--- config.mk ---
export PLATFORM = sky130hd
export DESIGN_NAME = l2_arbiter_flat
export DESIGN_NICKNAME = d
export VERILOG_FILES = /design/src/rtl/l2_arbiter_if.sv /design/src/rtl/l2_arbiter.sv /design/src/flat_wrapper.sv
export SDC_FILE = /design/constraint.sdc
export NUM_CORES = 1
export LEC_CHECK = 0
export ABC_AREA = 1
export BUFFER_PORTS_ARGS = -buffer_cell sky130_fd_sc_hd__buf_4
export CORE_AREA = 2 2 160 162
export DETAILED_ROUTE_END_ITERATION = 8
export DIE_AREA = 0 0 162 164
export PLACE_DENSITY_LB_ADDON = 0.2
export SLEW_MARGIN = 20
export SYNTH_ARGS = -nofsm -noshare
export SYNTH_HDL_FRONTEND = slang
export SYNTH_SLANG_ARGS = --single-unit
--- constraint.sdc ---
create_clock -name clk -period 2.8 [get_ports clk]
set_clock_uncertainty 0.1 [all_clocks]
set_input_delay 0.7 -clock clk [delete_from_list [all_inputs] [get_ports clk]]
set_output_delay 0.7 -clock clk [all_outputs]
set_load 0.01 [all_outputs]
--- src/rtl/l2_arbiter_if.sv ---
// I-side, D-side and L2-side request/response bundle for l2_arbiter.
// slave = arbiter view, master = environment view.
interface l2_arbiter_if #(
  parameter int ADDR_WIDTH = 32,
  parameter int DATA_WIDTH = 32
);
  logic                  i_req_valid;
  logic                  i_req_ready;
  logic [ADDR_WIDTH-1:0] i_req_addr;
  logic                  i_resp_valid;
  logic [DATA_WIDTH-1:0] i_resp_rdata;

  logic                  d_req_valid;
  logic                  d_req_ready;
  logic                  d_req_wr;
  logic [ADDR_WIDTH-1:0] d_req_addr;
  logic [DATA_WIDTH-1:0] d_req_wdata;
  logic                  d_resp_valid;
  logic [DATA_WIDTH-1:0] d_resp_rdata;

  logic                  l2_req_valid;
  logic                  l2_req_wr;
  logic [ADDR_WIDTH-1:0] l2_req_addr;
  logic [DATA_WIDTH-1:0] l2_req_wdata;
  logic                  l2_resp_valid;
  logic [DATA_WIDTH-1:0] l2_resp_rdata;

  modport slave (
    input  i_req_valid, i_req_addr,
    output i_req_ready, i_resp_valid, i_resp_rdata,
    input  d_req_valid, d_req_wr, d_req_addr, d_req_wdata,
    output d_req_ready, d_resp_valid, d_resp_rdata,
    output l2_req_valid, l2_req_wr, l2_req_addr, l2_req_wdata,
    input  l2_resp_valid, l2_resp_rdata
  );

  modport master (
    output i_req_valid, i_req_addr,
    input  i_req_ready, i_resp_valid, i_resp_rdata,
    output d_req_valid, d_req_wr, d_req_addr, d_req_wdata,
    input  d_req_ready, d_resp_valid, d_resp_rdata,
    input  l2_req_valid, l2_req_wr, l2_req_addr, l2_req_wdata,
    output l2_resp_valid, l2_resp_rdata
  );
endinterface

--- src/rtl/l2_arbiter.sv ---
// I/D to L2 request arbiter with in-order response routing via an ID FIFO.
// Define L2_ARB_DSIDE_PRIO_EN for fixed D-side priority instead of round-robin.
module l2_arbiter #(
  parameter int ADDR_WIDTH = 32,
  parameter int DATA_WIDTH = 32,
  parameter int MAX_OUTST  = 8
) (
  input  logic         clk,
  input  logic         rst,
  l2_arbiter_if.slave  bus,
  output logic         err_spurious
);
  localparam int PW = $clog2(MAX_OUTST);
  localparam int CW = PW + 1;

  logic [MAX_OUTST-1:0] id_q;
  logic [PW-1:0]        wr_ptr;
  logic [PW-1:0]        rd_ptr;
  logic [CW-1:0]        count;
  logic                 last_d;

  logic free;
  logic gnt_i;
  logic gnt_d;
  logic push;
  logic pop;
  logic pop_id;
  logic spurious;

  always_comb begin
    free  = !rst && (count < CW'(MAX_OUTST));
    gnt_i = 1'b0;
    gnt_d = 1'b0;
    if (free) begin
`ifdef L2_ARB_DSIDE_PRIO_EN
      gnt_d = bus.d_req_valid;
      gnt_i = bus.i_req_valid && !bus.d_req_valid;
`else
      if (bus.i_req_valid && bus.d_req_valid) begin
        gnt_i = last_d;
        gnt_d = !last_d;
      end else begin
        gnt_i = bus.i_req_valid;
        gnt_d = bus.d_req_valid;
      end
`endif
    end
  end

  assign bus.i_req_ready = gnt_i;
  assign bus.d_req_ready = gnt_d;

  assign push     = gnt_i || gnt_d;
  assign pop      = bus.l2_resp_valid && (count != '0);
  assign spurious = bus.l2_resp_valid && (count == '0);
  assign pop_id   = id_q[rd_ptr];

  // ID storage needs no reset: only entries below count are ever read
  always_ff @(posedge clk) begin
    if (push) id_q[wr_ptr] <= gnt_d;
  end

  always_ff @(posedge clk) begin
    if (rst) begin
      count             <= '0;
      wr_ptr            <= '0;
      rd_ptr            <= '0;
      last_d            <= 1'b1;
      bus.l2_req_valid  <= 1'b0;
      bus.l2_req_wr     <= 1'b0;
      bus.l2_req_addr   <= '0;
      bus.l2_req_wdata  <= '0;
      bus.i_resp_valid  <= 1'b0;
      bus.i_resp_rdata  <= '0;
      bus.d_resp_valid  <= 1'b0;
      bus.d_resp_rdata  <= '0;
      err_spurious      <= 1'b0;
    end else begin
      bus.l2_req_valid <= push;
      if (push) begin
        wr_ptr           <= wr_ptr + 1'b1;
        last_d           <= gnt_d;
        bus.l2_req_wr    <= gnt_d && bus.d_req_wr;
        bus.l2_req_addr  <= gnt_d ? bus.d_req_addr : bus.i_req_addr;
        bus.l2_req_wdata <= gnt_d ? bus.d_req_wdata : '0;
      end
      if (pop) rd_ptr <= rd_ptr + 1'b1;
      unique case ({push, pop})
        2'b10:   count <= count + 1'b1;
        2'b01:   count <= count - 1'b1;
        default: count <= count;
      endcase
      bus.i_resp_valid <= pop && !pop_id;
      bus.d_resp_valid <= pop && pop_id;
      if (pop && !pop_id) bus.i_resp_rdata <= bus.l2_resp_rdata;
      if (pop && pop_id)  bus.d_resp_rdata <= bus.l2_resp_rdata;
      if (spurious) err_spurious <= 1'b1;
    end
  end
endmodule

--- src/flat_wrapper.sv ---
// flat-port wrapper written by rule: the top's interface ports become plain ports
module l2_arbiter_flat 
#(
  parameter int ADDR_WIDTH = 32,
  parameter int DATA_WIDTH = 32,
  parameter int MAX_OUTST  = 8
)
  (clk, rst, err_spurious, bus_i_req_valid, bus_i_req_addr, bus_i_req_ready, bus_i_resp_valid, bus_i_resp_rdata, bus_d_req_valid, bus_d_req_wr, bus_d_req_addr, bus_d_req_wdata, bus_d_req_ready, bus_d_resp_valid, bus_d_resp_rdata, bus_l2_req_valid, bus_l2_req_wr, bus_l2_req_addr, bus_l2_req_wdata, bus_l2_resp_valid, bus_l2_resp_rdata);
  l2_arbiter_if #(.ADDR_WIDTH(ADDR_WIDTH), .DATA_WIDTH(DATA_WIDTH)) bus_i ();
  input  logic clk;
  input  logic rst;
  output logic err_spurious;
  input wire logic [$bits(bus_i.i_req_valid)-1:0] bus_i_req_valid;
  input wire logic [$bits(bus_i.i_req_addr)-1:0] bus_i_req_addr;
  output wire logic [$bits(bus_i.i_req_ready)-1:0] bus_i_req_ready;
  output wire logic [$bits(bus_i.i_resp_valid)-1:0] bus_i_resp_valid;
  output wire logic [$bits(bus_i.i_resp_rdata)-1:0] bus_i_resp_rdata;
  input wire logic [$bits(bus_i.d_req_valid)-1:0] bus_d_req_valid;
  input wire logic [$bits(bus_i.d_req_wr)-1:0] bus_d_req_wr;
  input wire logic [$bits(bus_i.d_req_addr)-1:0] bus_d_req_addr;
  input wire logic [$bits(bus_i.d_req_wdata)-1:0] bus_d_req_wdata;
  output wire logic [$bits(bus_i.d_req_ready)-1:0] bus_d_req_ready;
  output wire logic [$bits(bus_i.d_resp_valid)-1:0] bus_d_resp_valid;
  output wire logic [$bits(bus_i.d_resp_rdata)-1:0] bus_d_resp_rdata;
  output wire logic [$bits(bus_i.l2_req_valid)-1:0] bus_l2_req_valid;
  output wire logic [$bits(bus_i.l2_req_wr)-1:0] bus_l2_req_wr;
  output wire logic [$bits(bus_i.l2_req_addr)-1:0] bus_l2_req_addr;
  output wire logic [$bits(bus_i.l2_req_wdata)-1:0] bus_l2_req_wdata;
  input wire logic [$bits(bus_i.l2_resp_valid)-1:0] bus_l2_resp_valid;
  input wire logic [$bits(bus_i.l2_resp_rdata)-1:0] bus_l2_resp_rdata;
  assign bus_i.i_req_valid = bus_i_req_valid;
  assign bus_i.i_req_addr = bus_i_req_addr;
  assign bus_i_req_ready = bus_i.i_req_ready;
  assign bus_i_resp_valid = bus_i.i_resp_valid;
  assign bus_i_resp_rdata = bus_i.i_resp_rdata;
  assign bus_i.d_req_valid = bus_d_req_valid;
  assign bus_i.d_req_wr = bus_d_req_wr;
  assign bus_i.d_req_addr = bus_d_req_addr;
  assign bus_i.d_req_wdata = bus_d_req_wdata;
  assign bus_d_req_ready = bus_i.d_req_ready;
  assign bus_d_resp_valid = bus_i.d_resp_valid;
  assign bus_d_resp_rdata = bus_i.d_resp_rdata;
  assign bus_l2_req_valid = bus_i.l2_req_valid;
  assign bus_l2_req_wr = bus_i.l2_req_wr;
  assign bus_l2_req_addr = bus_i.l2_req_addr;
  assign bus_l2_req_wdata = bus_i.l2_req_wdata;
  assign bus_i.l2_resp_valid = bus_l2_resp_valid;
  assign bus_i.l2_resp_rdata = bus_l2_resp_rdata;
  l2_arbiter #(.ADDR_WIDTH(ADDR_WIDTH), .DATA_WIDTH(DATA_WIDTH), .MAX_OUTST(MAX_OUTST)) u_core (.clk(clk), .rst(rst), .bus(bus_i), .err_spurious(err_spurious));
endmodule
==> out/qor.txt, run 1 <==
outcome: finished, final reports clean
Remaining DRCs: 0
worst slack, placed: 452 ps
Crit. End Element: output port
diode count: 0
full die area: 26,600 sq um
number of H-tree levels: 4
Synth Cell Area: 5870 sq um
HP Class: flop to flop
largest net degree at the start of global routing: 74
Area Overhead vs Synth: 49.0%
hold_buf cts: 0
vias: 5,916
Starting Density: 0.236
max-slew violation count: 0
global-route wire length before repair: 30.4 mm
# Post-CTS Setup Buffers: 0
GRT overflow: 0
# port buffers: 268
Fin. Hold Viols: 0
R2R Path Start: u_core.rd_ptr[0]$_SDFFE_PP0P_
commonest non-fill, non-tap cell in the layout: buf_4
Final nets: 1,119
Total Wirelength: 19.5 mm
Fmax: 468 MHz
CTS tree: built
CTS root buf: clkbuf_16
worst-skew pair later-pin latency: 420 ps
Tightest Pin Transition: 739 ps
HP Start: u_core.bus.d_resp_rdata[8]$_SDFFE_PP0P_
Tmin final: 2140 ps
DR WL/cell: 14.7 microns
Std-Cell Rows: 58
clk sinks: 152
Layout fillers: 2,645
critical path class: primary input to output port
Core Footprint: 24,800 sq um
Worst slew margin: 0.507
routability cong.: 0.752
Pwr per Cell Area: 844 nW/um^2
max_cap viols: 0
most frequent cells in the layout: 281 x buf_4, 211 x nand2_1, 144 x dfxtp_1, 103 x a21oi_1, 41 x o21ai_0
slowest cell on the critical path: inv_2
number of buffers created by CTS: 17
Detail Placement HPWL: 13.0 mm
Seq/Total Area, Yosys: 0.532
peak fanout along the critical path: 3
setup TNS: 0 ps
# IOs: 269
most frequent cell on the critical path: buf_4
TritonRoute pass-1 iters: 4
CTS resizes: 0
antenna-violating nets left: 0
Critical Path Start Type: primary input
Netlist cell types: 24
vias in the first global route: 5,763
Final Cycle Share: 0.763
syn_area_per_cell: 7.96 sq um
layout cells sized above 1: 0.328
gr usage total: 0.144
Yosys warning count: 0
max incr delay on CP: 150 ps
Worst VDD drop: 0.421 mV
RSZ-0062 raised after global routing: false
worst setup path start: rst
initial antenna violation count: 0
worst setup margin: 664 ps
worst hold margin: 360 ps
CP cell instances: buf_4, nor2_2, nand3_2, inv_2, buf_4
final setup vio count: 0
clk buf depth: 2
Syn Nets: 875
Initial DRC Count: 289
Critical Path RT: 2000 ps
critical path arrival: 1340 ps
post-synthesis register bit count: 152
Die X: 162 microns
Die Ht: 164 microns
final core utilization: 0.352
clock-pin slew on the worst setup and hold paths: 70 ps
Leak: 3.73 nW
drt via density: 4.47
Gate Count Post-Synth: 737
## metal layers
layer,vias to the layer above,share of wire,GRT usage
met1,2700,0.44,0.171
met4,0,0.0065,0.0350
li1,2986,-,-
met5,-,0,0
met2,218,0.46,0.241
met3,12,0.096,0.0601
## where the power goes
group | internal, mW | total, mW | switching (mW) | leakage [nW]
clock | 1.27 | 2.29 | 1.01 | 0.282
combinational | 0.944 | 2.35 | 1.40 | 2.20
sequential | 2.53 | 2.74 | 0.210 | 1.25
## synthesized netlist by cell type
cell type	number	area [sq um]
clkbuf_1	29	109
nand2_1	212	796
nor2_2	1	6.26
a21oi_1	103	515
nor2_1	28	105
inv_2	1	3.75
buf_2	22	110
edfxtp_1	8	240
xor2_1	3	26.3
a31oi_1	32	200
buf_1	1	3.75
nand3_2	4	40.0
o21ai_1	4	20.0
o21a_1	1	7.51
dfxtp_1	144	2880
inv_1	18	67.6
nand4_1	33	206
o21ai_0	41	205
buf_4	6	45.0
o211ai_1	1	7.51
nand2_2	2	12.5
a21oi_4	1	16.3
nand3_1	38	190
ha_1	4	50.1
## cells by family after synthesis
family / synth area share
AOI/OAI and AO/OA: 0.166
xor gates and xnor gates: 0.00448
adders and majority gates: 0.00853
buffers and inverters: 0.0578
DFF: 0.532
and+or+nand+nor: 0.231
## worst max-delay path, delay by kind of cell
kind	cells	cell delay, ps
and+or+nand+nor	2	220
buffers and inverters	3	410
## worst paths after layout
kind	end	slack (ps)	depth (start not counted)
max	bus_d_req_ready	660	5
min	u_core.bus.d_resp_rdata[8]$_SDFFE_PP0P_	360	2
max reg2reg	u_core.bus.d_resp_rdata[0]$_SDFFE_PP0P_	800	8
min reg2reg	u_core.bus.d_resp_rdata[8]$_SDFFE_PP0P_	360	2
## area by class of cell
type                    instances  area (sq um)  area share
flip-flops and latches        152          3120       0.357
multi-input cells             508          2410       0.275
repair buffers                283          2150       0.246
clock buffers                  18           439      0.0502
well taps                     330           413      0.0472
clock inverters                14           139      0.0159
inverters                      19          71.3     0.00816
## per-stage QoR
step,power [mW],cells,area [sq um]
floorplan,4.15,737,5870
global placement,5.17,1292,8160
detailed placement,5.16,1292,8160
CTS,7.50,1324,8740
global route,7.88,1324,8740
finish,7.38,1324,8740
## flip-flops by register name, indices dropped and copies added (netlist names)
name	cells
u_core.bus.d_resp_rdata	32
u_core.bus.d_resp_valid	1
u_core.bus.i_resp_rdata	32
u_core.bus.i_resp_valid	1
u_core.bus.l2_req_addr	32
u_core.bus.l2_req_valid	1
u_core.bus.l2_req_wdata	32
u_core.bus.l2_req_wr	1
u_core.count	4
u_core.err_spurious	1
u_core.id_q	8
u_core.last_d	1
u_core.rd_ptr	3
u_core.wr_ptr	3
(Power assumes the default switching activity.)
==> run 2: changes to the inputs <==
==> constraint.sdc (replaced) <==
create_clock -name clk -period 2 [get_ports clk]
set_clock_uncertainty 0.1 [all_clocks]
set_input_delay 0.5 -clock clk [delete_from_list [all_inputs] [get_ports clk]]
set_output_delay 0.5 -clock clk [all_outputs]
set_load 0.01 [all_outputs]
==> run 2 against run 1 <==
Effect of this change:
- register-to-register slack lost 610 ps
- via count grew 0.34%
- cell count grew 0.76%
- sequential power grew 40%
- core utilization grew 0.71 points
- global-route usage shrank 0.34 points
- non-clock buffer count grew 10
- first-iteration DRC count grew 27%
- design area grew 2.0%
- sequential share of layout area shrank 0.69 points
- combinational power grew 48%
- count of clock-buffer cells in the layout grew 2
- critical path type is now flop to output port
==> out/qor.txt, run 2 (same netlist as run 1, synthesis figures left out) <==
outcome: finished, final reports clean
clk sinks: 152
full die area: 26,600 sq um
diode count: 0
Final Cycle Share: 0.978
Die X: 162 microns
most frequent cell on the critical path: buf_4
Fin. Hold Viols: 0
R2R Path Start: u_core.rd_ptr[0]$_SDFFE_PP0P_
CTS tree: built
number of H-tree levels: 4
largest net degree at the start of global routing: 65
Tmin final: 1960 ps
commonest non-fill, non-tap cell in the layout: buf_4
M1 WL: 8.38 mm
peak fanout along the critical path: 4
# IOs: 269
worst setup margin: 44.6 ps
global-route wire length before repair: 30.0 mm
max_cap viols: 0
# Post-CTS Setup Buffers: 0
Sequential Area: 3120 sq um
hold path endpoint: u_core.bus.l2_req_wdata[11]$_SDFFE_PP0P_
setup TNS: 0 ps
most frequent cells in the layout: 287 x buf_4, 211 x nand2_1, 143 x dfxtp_1, 103 x a21oi_1, 40 x o21ai_0
vias in the first global route: 5,675
Layout fillers: 2,647
slowest cell on the critical path: dfxtp_2
clock-pin slew on the worst setup and hold paths: 70 ps
uppermost layer routed: met4
routed wl met2: 8.60 mm
Pwr per Cell Area: 1180 nW/um^2
Post-Place Cells: 1,302
reg2reg end: u_core.bus.i_resp_rdata[0]$_SDFFE_PP0P_
routability cong.: 0.747
Total Wirelength: 19.1 mm
vias: 5,936
final setup vio count: 0
HP Start: bus_d_req_wdata[11]
GRT overflow: 0
worst-skew pair later-pin latency: 410 ps
Crit. End Element: output port
Std-Cell Rows: 58
clk buf depth: 2
CP cell instances: nor2_4, nand3_4, buf_4, inv_6, buf_4
Starting Density: 0.236
worst r2r path cells: 7
Core Footprint: 24,800 sq um
Detail Placement HPWL: 13.3 mm
RSZ-0062 raised after global routing: true
Remaining DRCs: 0
Die Ht: 164 microns
antenna-violating nets left: 0
multi-input logic area: 2450 sq um
max-slew violation count: 0
TritonRoute pass-1 iters: 4
Hold Path Depth: 3
hold_buf cts: 0
Critical Path RT: 1400 ps
Met3 Routed Length: 1.93 mm
gr usage total: 0.141
Worst slew margin: 0.649
# port buffers: 268
Area Overhead vs Synth: 52.0%
DR WL/cell: 14.3 microns
Finished Layout Cells: 1,334
CTS root buf: clkbuf_16
critical path arrival: 1360 ps
Final nets: 1,129
Leak: 3.80 nW
layout cells sized above 1: 0.340
initial antenna violation count: 0
max incr delay on CP: 350 ps
R2R Setup Slk: 190 ps
HP Class: primary input to flop
Initial DRC Count: 367
Tightest Pin Transition: 526 ps
worst slack, placed: -6.93 ps
number of buffers created by CTS: 17
critical path class: flop to output port
Worst VDD drop: 0.489 mV
Fmax: 511 MHz
drt via density: 4.45
Critical Path Start Type: flop
-- run 2: cell count changes in the layout (fill, tap and decap cells not counted), sizes merged --
cell	before	now
buf	283	293
bufinv	1	2
clkbuf	18	20
clkinv	4	3
inv	26	24
-- run 2: layer usage --
layer,track usage,vias up
met5,0,-
met4,0.0350,0
met3,0.0563,10
met2,0.225,228
met1,0.177,2697
li1,-,3001
-- run 2: final cells by class --
cell class	count	area share
sequential	152	0.350
multi-input combinational	508	0.275
timing repair buffer	293	0.254
clock buffer	20	0.0501
tap	330	0.0463
clock inverter	12	0.0156
inverter	19	0.00856
-- run 2: report_power, final --
group          switching (mW)  internal (mW)
logic                    1.99           1.49
clock network            1.36           1.89
registers               0.289           3.55
-- run 2: worst max path at each step --
stage | start | depth (start not counted) | endpoint | slack [ps]
3_3_place_gp | rst | 14 | u_core.count[2]$_SDFFE_PP0P_ | -3
5_1_grt | u_core.count[3]$_SDFFE_PP0P_ | 5 | bus_d_req_ready | -20
6_report | u_core.count[3]$_SDFFE_PP0P_ | 5 | bus_d_req_ready | 40
3_5_place_dp | rst | 14 | u_core.count[2]$_SDFFE_PP0P_ | -7
4_1_cts | u_core.count[3]$_SDFFE_PP0P_ | 5 | bus_d_req_ready | -8
2_1_floorplan | rst | 15 | u_core.count[2]$_SDFFE_PP0P_ | -100
-- run 2: worst max-delay path: cells and delay by family, from the launching register on --
kind / cells / cell delay (ps)
flops: 1 / 350
simple gates: 2 / 220
buf+inv: 3 / 380
-- run 2: what timing repair did --
| item | 4_1_cts | 5_1_grt |
|---|---|---|
| endpoints found under the setup margin | 2 | 32 |
| pin swaps | 0 | 1 |
| gates resized for setup | 3 | 1 |
-- run 2: metrics by stage --
stage	instance area, sq um	total power, mW	hold WS, ps	util
floorplan	5930	5.89	383	-
global placement	8320	7.42	349	0.335
detailed placement	8320	7.40	352	0.335
CTS	8910	10.7	208	0.359
global route	8920	11.2	219	0.359
finish	8920	10.6	238	0.359
